--- config.mk ---
export PLATFORM = sky130hd
export DESIGN_NAME = a2d_spi_resp
export DESIGN_NICKNAME = d
export VERILOG_FILES = /design/src/rtl/a2d_pkg.sv /design/src/rtl/a2d_sync.sv /design/src/rtl/a2d_spi_resp.sv
export SDC_FILE = /design/constraint.sdc
export NUM_CORES = 1
export LEC_CHECK = 0
export ABC_CLOCK_PERIOD_IN_PS = 1650
export CORE_MARGIN = 2
export CORE_UTILIZATION = 45
export CTS_CLUSTER_DIAMETER = 30
export CTS_CLUSTER_SIZE = 8
export DETAILED_ROUTE_END_ITERATION = 6
export PLACE_DENSITY = 0.65
export SYNTH_ARGS = -nofsm -noshare
export SYNTH_HDL_FRONTEND = slang
export SYNTH_SLANG_ARGS = --single-unit
--- constraint.sdc ---
create_clock -name clk -period 1.65 [get_ports clk]
set_input_delay 0.2475 -clock clk [delete_from_list [all_inputs] [get_ports clk]]
set_output_delay 0.2475 -clock clk [all_outputs]
set_load 0.1 [all_outputs]
--- src/rtl/a2d_pkg.sv ---
// Shared types and constants for the SPI A2D responder.
//   FRAME_LEN  : bits per SPI command/response frame
//   RES_W      : sample (conversion) width
//   CHNL_W     : channel index width; field sits at [CHNL_MSB:CHNL_LSB] of a command
package a2d_pkg;

  localparam int unsigned FRAME_LEN = 16;
  localparam int unsigned RES_W     = 12;
  localparam int unsigned CHNL_W    = 3;
  localparam int unsigned NUM_CHNL  = 8;
  localparam int unsigned CNT_W     = 5;
  localparam int unsigned CHNL_MSB  = 13;
  localparam int unsigned CHNL_LSB  = 11;

  typedef enum logic {
    IDLE  = 1'b0,
    SHIFT = 1'b1
  } state_e;

  // Extract the channel field from a received command frame.
  function automatic logic [CHNL_W-1:0] cmd_chnl(input logic [FRAME_LEN-1:0] c);
    return c[CHNL_MSB:CHNL_LSB];
  endfunction

endpackage

--- src/rtl/a2d_sync.sv ---
// Two-flop synchronizer plus history flop with edge detection.
//   clk, rst_n : system clock, async active-low reset
//   i_async    : asynchronous input
//   o_rise_c   : one-cycle high when the synchronized input rises
//   o_fall_c   : one-cycle high when the synchronized input falls
module a2d_sync #(
  parameter logic RST_VAL = 1'b0
) (
  input  logic clk,
  input  logic rst_n,
  input  logic i_async,
  output logic o_rise_c,
  output logic o_fall_c
);

  logic r_meta;
  logic r_sync;
  logic r_hist;

  // Synchronizer chain; reset to the idle level of the line.
  always_ff @(posedge clk or negedge rst_n) begin
    if (!rst_n) begin
      r_meta <= RST_VAL;
      r_sync <= RST_VAL;
      r_hist <= RST_VAL;
    end else begin
      r_meta <= i_async;
      r_sync <= r_meta;
      r_hist <= r_sync;
    end
  end

  assign o_rise_c = r_sync & ~r_hist;
  assign o_fall_c = ~r_sync & r_hist;

endmodule

--- src/rtl/a2d_spi_resp.sv ---
// SPI slave emulating an A2D: holds 8 sample registers written from the
// system side, receives 16-bit command frames and returns the sample of the
// channel named in the previous valid frame.
//   clk, rst_n          : system clock, async active-low reset
//   a2d_SS_n, SCLK, MOSI: SPI inputs (asynchronous)
//   MISO                : SPI data out, MSB first
//   wr_en/wr_chnl/wr_data: sample register load port
//   cmd                 : last valid command frame
//   frm_cmplt, frm_err  : one-cycle end-of-frame status pulses
module a2d_spi_resp
  import a2d_pkg::*;
(
  input  logic                 clk,
  input  logic                 rst_n,
  input  logic                 a2d_SS_n,
  input  logic                 SCLK,
  input  logic                 MOSI,
  output logic                 MISO,
  input  logic                 wr_en,
  input  logic [CHNL_W-1:0]    wr_chnl,
  input  logic [RES_W-1:0]     wr_data,
  output logic [FRAME_LEN-1:0] cmd,
  output logic                 frm_cmplt,
  output logic                 frm_err
);

  logic w_ss_rise, w_ss_fall, w_sclk_rise, w_sclk_fall;

  a2d_sync #(.RST_VAL(1'b1)) u_ss_sync (
    .clk      (clk),
    .rst_n    (rst_n),
    .i_async  (a2d_SS_n),
    .o_rise_c (w_ss_rise),
    .o_fall_c (w_ss_fall)
  );

  a2d_sync #(.RST_VAL(1'b0)) u_sclk_sync (
    .clk      (clk),
    .rst_n    (rst_n),
    .i_async  (SCLK),
    .o_rise_c (w_sclk_rise),
    .o_fall_c (w_sclk_fall)
  );

  // MOSI needs only the level, aligned with the SCLK sync stage.
  logic r_mosi_meta, r_mosi_sync;
  always_ff @(posedge clk or negedge rst_n) begin
    if (!rst_n) begin
      r_mosi_meta <= 1'b0;
      r_mosi_sync <= 1'b0;
    end else begin
      r_mosi_meta <= MOSI;
      r_mosi_sync <= r_mosi_meta;
    end
  end

  // Sample registers, loaded from the system side.
  logic [RES_W-1:0] r_sample [NUM_CHNL];
  always_ff @(posedge clk or negedge rst_n) begin
    if (!rst_n) begin
      for (int i = 0; i < int'(NUM_CHNL); i++) r_sample[i] <= '0;
    end else if (wr_en) begin
      r_sample[wr_chnl] <= wr_data;
    end
  end

  state_e               r_state, w_state_nxt;
  logic [FRAME_LEN-1:0] r_tx, w_tx_nxt;
  logic [FRAME_LEN-1:0] r_rx, w_rx_nxt;
  logic [CNT_W-1:0]     r_cnt, w_cnt_nxt;
  logic [FRAME_LEN-1:0] r_cmd, w_cmd_nxt;
  logic [CHNL_W-1:0]    r_chnl, w_chnl_nxt;
  logic                 r_frm_cmplt, w_frm_cmplt_nxt;
  logic                 r_frm_err, w_frm_err_nxt;

  // State register.
  always_ff @(posedge clk or negedge rst_n) begin
    if (!rst_n) r_state <= IDLE;
    else        r_state <= w_state_nxt;
  end

  // Next-state and datapath update. tx is cleared on leaving SHIFT so MISO
  // can be driven straight from its MSB and reads 0 while idle.
  always_comb begin
    w_state_nxt     = r_state;
    w_tx_nxt        = r_tx;
    w_rx_nxt        = r_rx;
    w_cnt_nxt       = r_cnt;
    w_cmd_nxt       = r_cmd;
    w_chnl_nxt      = r_chnl;
    w_frm_cmplt_nxt = 1'b0;
    w_frm_err_nxt   = 1'b0;
    case (r_state)
      IDLE: begin
        // SCLK edges in IDLE (including one coincident with SS_n fall) are ignored.
        if (w_ss_fall) begin
          w_state_nxt = SHIFT;
          w_tx_nxt    = {{(FRAME_LEN-RES_W){1'b0}}, r_sample[r_chnl]};
          w_cnt_nxt   = '0;
        end
      end
      SHIFT: begin
        if (w_ss_rise) begin
          w_state_nxt = IDLE;
          w_tx_nxt    = '0;
          if (r_cnt == CNT_W'(FRAME_LEN)) begin
            w_cmd_nxt       = r_rx;
            w_chnl_nxt      = cmd_chnl(r_rx);
            w_frm_cmplt_nxt = 1'b1;
          end else begin
            w_frm_err_nxt = 1'b1;
          end
        end else begin
          if (w_sclk_rise) begin
            w_rx_nxt = {r_rx[FRAME_LEN-2:0], r_mosi_sync};
            if (r_cnt != '1) w_cnt_nxt = r_cnt + CNT_W'(1);
          end
          // A non-zero count means a rise has been seen this frame.
          if (w_sclk_fall && (r_cnt != '0)) begin
            w_tx_nxt = {r_tx[FRAME_LEN-2:0], 1'b0};
          end
        end
      end
      default: w_state_nxt = IDLE;
    endcase
  end

  // Datapath and output registers.
  always_ff @(posedge clk or negedge rst_n) begin
    if (!rst_n) begin
      r_tx        <= '0;
      r_rx        <= '0;
      r_cnt       <= '0;
      r_cmd       <= '0;
      r_chnl      <= '0;
      r_frm_cmplt <= 1'b0;
      r_frm_err   <= 1'b0;
    end else begin
      r_tx        <= w_tx_nxt;
      r_rx        <= w_rx_nxt;
      r_cnt       <= w_cnt_nxt;
      r_cmd       <= w_cmd_nxt;
      r_chnl      <= w_chnl_nxt;
      r_frm_cmplt <= w_frm_cmplt_nxt;
      r_frm_err   <= w_frm_err_nxt;
    end
  end

  assign MISO      = r_tx[FRAME_LEN-1];
  assign cmd       = r_cmd;
  assign frm_cmplt = r_frm_cmplt;
  assign frm_err   = r_frm_err;

endmodule

---- Yosys cells after proc, flatten, opt, wreduce, memory -nomap -nowiden ----
Index checks and enable logic that the tools add are counted.
operators by class
  $add $sub $neg .......................... 1
  magnitude comparators ................... 3
  eq/ne operators ......................... 7
  multiplexer cells ....................... 24
  bitwise gates (word level) .............. 12
  reduce and logical (&&, ||, !) cells .... 7
operators with widths
  cell                   count
  $bwmux W96             1
  $mux W16               3
  $bmux W12 S3           1
  $demux W12 S3          1
  $mux W12               3
  $pmux W16 S2           1
  $mux W5                4
  $pmux W5 S2            1
  $ge A4 B4 Y1 const B   2
  $mux W1                8
  $not A3 Y4             2
  $ne A2 B1 Y1 const B   3
  $not A1 Y1             6
  $reduce_and A3 Y1      2
  $add A5 B1 Y5 const B  1
  $eq A5 B5 Y1 const B   1
  $ne A5 B5 Y1 const B   1
  $reduce_bool A5 Y1     1
  $and A1 B1 Y1          4
  $lt A4 B1 Y1 const B   1
  $reduce_and A4 Y1      1
  $ne A3 B1 Y1 const B   1
  $logic_and A1 B1 Y1    2
  $ne A2 B2 Y1 const B   1
  2 further kinds        2
storage, ports and cells
  register bits ........................... 163
  output and inout port bits .............. 19
  logic and storage cells ................. 78

---- Logic depth before layout (Yosys ltp) ----
  depth in word-level cells ............... 6
  gate-level depth with buffers ........... 7
  mapped depth without buffers ............ 6

---- Modules after synthesis ----
A second synthesis with hierarchy kept.
second synthesis, totals
  cells, all modules ...................... 445
  area, all modules ....................... 6872.8 µm²
by module, submodules not included
  module                   times used  cells an instance  area each (µm²)  sequential area each (µm²)
  a2d_spi_resp             1           435                6688.9           3853.7
  a2d_sync at u_ss_sync    1           5                  93.8             78.8
  a2d_sync at u_sclk_sync  1           5                  90.1             75.1

---- Worst setup path before layout ----
No wires, ideal clock.
  path kind ............................... register -> register
  from .................................... reg cmd[11] (netlist name)
  to ...................................... reg r_tx[10]
  library setup time ...................... 0.126 ns
  arrival time ............................ 2.068 ns
  required time ........................... 1.524 ns
  path slack .............................. -0.544 ns
  cell stages (with the launch flop) ...... 7
  clock period less this slack ............ 2.194 ns
  path through ............................ dfrtp_1 buf_6 buf_12 mux4_2 mux2i_1 or2_1 a31oi_1
RTL lines
  what                    RTL line             source
  end signal: assignment  a2d_spi_resp.sv:139  r_tx <= w_tx_nxt;
  end: declaration        a2d_spi_resp.sv:68   logic [FRAME_LEN-1:0] r_tx, w_tx_nxt;

---- Final worst setup path ----
  from .................................... reg r_cnt[1]
  to ...................................... reg r_tx[14]
between the ends
  word-level cells in the longest chain between the ends .. 4
RTL lines
  what                                RTL line             source
  start: declaration                  a2d_spi_resp.sv:70   logic [CNT_W-1:0] r_cnt, w_cnt_nxt;
  start signal: assignment            a2d_spi_resp.sv:141  r_cnt <= w_cnt_nxt;
  $reduce_bool A5 Y1                  a2d_spi_resp.sv:119  if (w_sclk_fall && (r_cnt != '0)) begin
  $logic_and A1 B1 Y1                 a2d_spi_resp.sv:119
  $ne A3 B1 Y1 (no source line)       -
  $reduce_and A2 Y1 (no source line)  -
Every way passes these cells.
A chain may end at the register's enable or synchronous reset.

==> impl_metrics.csv <==
group,metric,value,unit
finish,final_common_cell,"dfrtp_1",
finish,area_growth,27.3,%
placed_design,placed_cells,725,
timing,setup_violations,18,
die,start_util,0.462,
setup_path,slowest_delay,450,ps
setup_path,crit_required,1980,ps
timing,final_max_slew_viol_count,0,
finish,fillers,1155,
finish,layoutNonFillerInstCount,768,
synthesis,ys_types,41,
timing,post-route-period-util,1.05,
setup_path,cp_max_fo,8,
finish,multiInputGateArea,0.00284,mm²
drt,vias_per_cell,5.24,
run_status,violations,"negative setup slack",
die,die_width,129,µm
synthesis,synth_top_area_share,0.557,
worst_hold_path,min_path_type,"primary input to flop",
setup_path,start_kind,"flop",
clock_network,clockBufferDepth,2,
setup_path,critPathCaptureType,"flop",
setup_path,crit_buf_inv,2,
drt,routed_wirelength,14100,µm
clock_network,clock_latency,420,ps
timing,hold_slack,234,ps
timing,fin_crit,1730,ps
drt,first_pass_iters,4,
clock_network,cts_tree,"done",
placed_design,numPortBuffers,39,
setup_path,critPathTopFamily,"compound AO/OA/AOI/OAI gates",
finish,final_cell_mix,"dfrtp_1, mux2_2, buf_4",
synthesis,synth_largest_area_cell,"dfrtp_1",
synthesis,syn_nets,480,
drt,route.detailed.drc,0,
timing,skew,15.2,ps
run_status,outcome,"finished with violations",
global_routing,grt_usage,0.183,
power_and_ir_drop,power_density,1220,mW/mm²
synthesis,ys_seq_area_frac,0.569,
synthesis,syn_avg_cell_area,15.5,µm²
synthesis,netlist_top_cells_area,"dfrtp_1, mux2_2, mux4_2",
power_and_ir_drop,p_leak,0.00389,µW
timing,grt_setup_unrepaired,"true",
finish,layout-drive-gt1-share,0.494,
synthesis,synth_cells,456,
die,core-area,0.0153,mm²
synthesis,synth-seq-cells,160,
timing,fin_ws,-78.1,ps
timing,tns,-786,ps
drt,dr.first_iter.drc_count,284,
finish,seqCellArea,0.00401,mm²
die,io_pins,40,
drt,vias,4021,
run,max-cap-violations,0,
setup_path,crit_chain,"inv_2, ha_4, nor4b_4, o311ai_4, clkbuf_16, nand3_1, o21ai_1",
global_routing,overflow,0,
die,die_area,0.0167,mm²
clock_network,cts.sinks,160,
clock_network,cts_buffers,17,
synthesis,ys_warn_count,0,
global_routing,antenna_found_initial,0,
power_and_ir_drop,irDropWorstVdd,0.768,mV
worst_hold_path,hold_depth,1,
timing,worst_pin_slew,449,ps
placed_design,dpl.hpwl,9130,µm
drt,ant_nets,0,
timing,hold_violations,0,
setup_path,r2r_cells,7,
finish,finish.net_count,568,
setup_path,arrival,2060,ps
setup_path,path_depth,7,
finish,n_antenna_cell,0,
global_routing,grt_pass1_vias,4349,
global_routing,grt_pass1_wl,22900,µm
timing,max_freq,579,MHz
drt,wl_per_cell,18.4,µm
clock_network,path_clk_slew,60,ps
synthesis,syn_area,0.00705,mm²
setup_path,crit_type,"flop to flop",
setup_path,slowest_stage,"o311ai_4",
die,dieHeight,129,µm
clock_network,htreeDepth,4,
global_routing,grt_max_degree,45,
placed_design,gp_congestion,0.716,
timing,slew_headroom,0.701,
clock_network,root_buffer,"clkbuf_16",
die,num_rows,45,
-- repair_timing --
| action | CTS | global route |
|---|---|---|
| pin swaps | 8 | 6 |
| hold buffers | 1 | 0 |
| buffers inserted | 4 | 4 |
| gates resized for setup | 12 | 24 |
| hold endpoints to repair | 36 | 0 |
| setup endpoints to repair | 16 | 21 |
| gates cloned | 1 | 2 |
-- synthesized netlist by cell type --
cell	count
nor3b_2	2
mux2_1	15
nand4_4	1
or3b_1	1
mux2i_1	15
nor2_1	12
nand2_2	1
nand2_1	21
and4b_1	1
buf_6	6
nor3_1	1
clkbuf_8	4
buf_12	2
mux4_2	19
mux4_1	5
a31oi_1	12
nand3_1	4
o22ai_1	1
o21ai_1	4
buf_4	3
nand4b_1	3
and2_1	1
ha_1	3
mux2_4	9
nand4_1	2
nand3b_1	1
nor4b_2	1
inv_1	10
o21ai_0	2
and3_1	1
nor3_2	1
buf_2	9
or2_1	11
nor2b_1	1
dfrtp_1	157
dfstp_2	3
nand2b_1	3
a21o_1	1
o311ai_4	1
clkbuf_1	2
mux2_2	104
-- metal layers --
layer / track usage / part of all wire / up-vias
li1: - / - / 1842
met1: 0.251 / 0.47 / 2129
met2: 0.293 / 0.50 / 38
met3: 0.0475 / 0.019 / 12
met4: 0.0499 / 0.0082 / 0
met5: 0 / 0 / -
-- final timing paths --
kind,endpoint,slack [ps],from
max reg2reg,r_tx[14],-80,r_cnt[1]
max,r_tx[14],-80,r_cnt[1]
min in group asynchronous,r_sample[54],320,rst_n
max in group asynchronous,u_ss_sync.r_sync,730,rst_n
min reg2reg,r_mosi_sync,350,r_mosi_meta
min,u_ss_sync.r_meta,230,a2d_SS_n
-- power breakdown --
part           internal (µW)  switching, µW
combinational           1100            727
clock                   2310           1590
sequential              4720            461
-- kinds of logic after synthesis --
| family | after synthesis | share of synthesized area |
|---|---|---|
| and+or+nand+nor | 69 | 0.0565 |
| buffers and inverters | 36 | 0.0391 |
| adders and majority gates | 3 | 0.00533 |
| DFF | 160 | 0.569 |
| AOI/OAI and AO/OA | 21 | 0.0206 |
| muxes | 167 | 0.310 |
-- through the flow --
step / power, µW / utilization / setup WS [ps] / cell area [µm²]
after floorplan: 6240 / - / -169 / 7070
after global placement: 6730 / 0.535 / -146 / 8170
after detailed placement: 6860 / 0.535 / -202 / 8170
after CTS: 10800 / 0.580 / -95.2 / 8860
after global routing: 11400 / 0.588 / -148 / 8970
final: 10900 / 0.588 / -78.1 / 8970
-- area by class of cell --
cell class / count / area share
Sequential cell: 160 / 0.447
Timing Repair Buffer: 95 / 0.137
Inverter: 10 / 0.00418
Clock inverter: 12 / 0.0148
Tap cell: 211 / 0.0294
Clock buffer: 20 / 0.0509
Multi-Input combinational cell: 260 / 0.317
-- state kept, by name, summed over array words and instances (netlist names) --
name	flops
r_sample	96
r_rx	16
r_tx	16
u_ss_sync.r_meta	1
u_sclk_sync.r_hist	1
r_cnt	5
r_state	1
r_mosi_meta	1
frm_err	1
frm_cmplt	1
u_sclk_sync.r_sync	1
r_mosi_sync	1
u_ss_sync.r_hist	1
u_ss_sync.r_sync	1
cmd	16
u_sclk_sync.r_meta	1
-- worst reg2reg max path, cell delays in order, from the launching register on --
cell and delay [ps]:
dfrtp_1 410, inv_2 70, ha_4 150, nor4b_4 130, o311ai_4 450, clkbuf_16 250, nand3_1 80, o21ai_1 100
No activity file was read; power rests on OpenSTA's default activity.
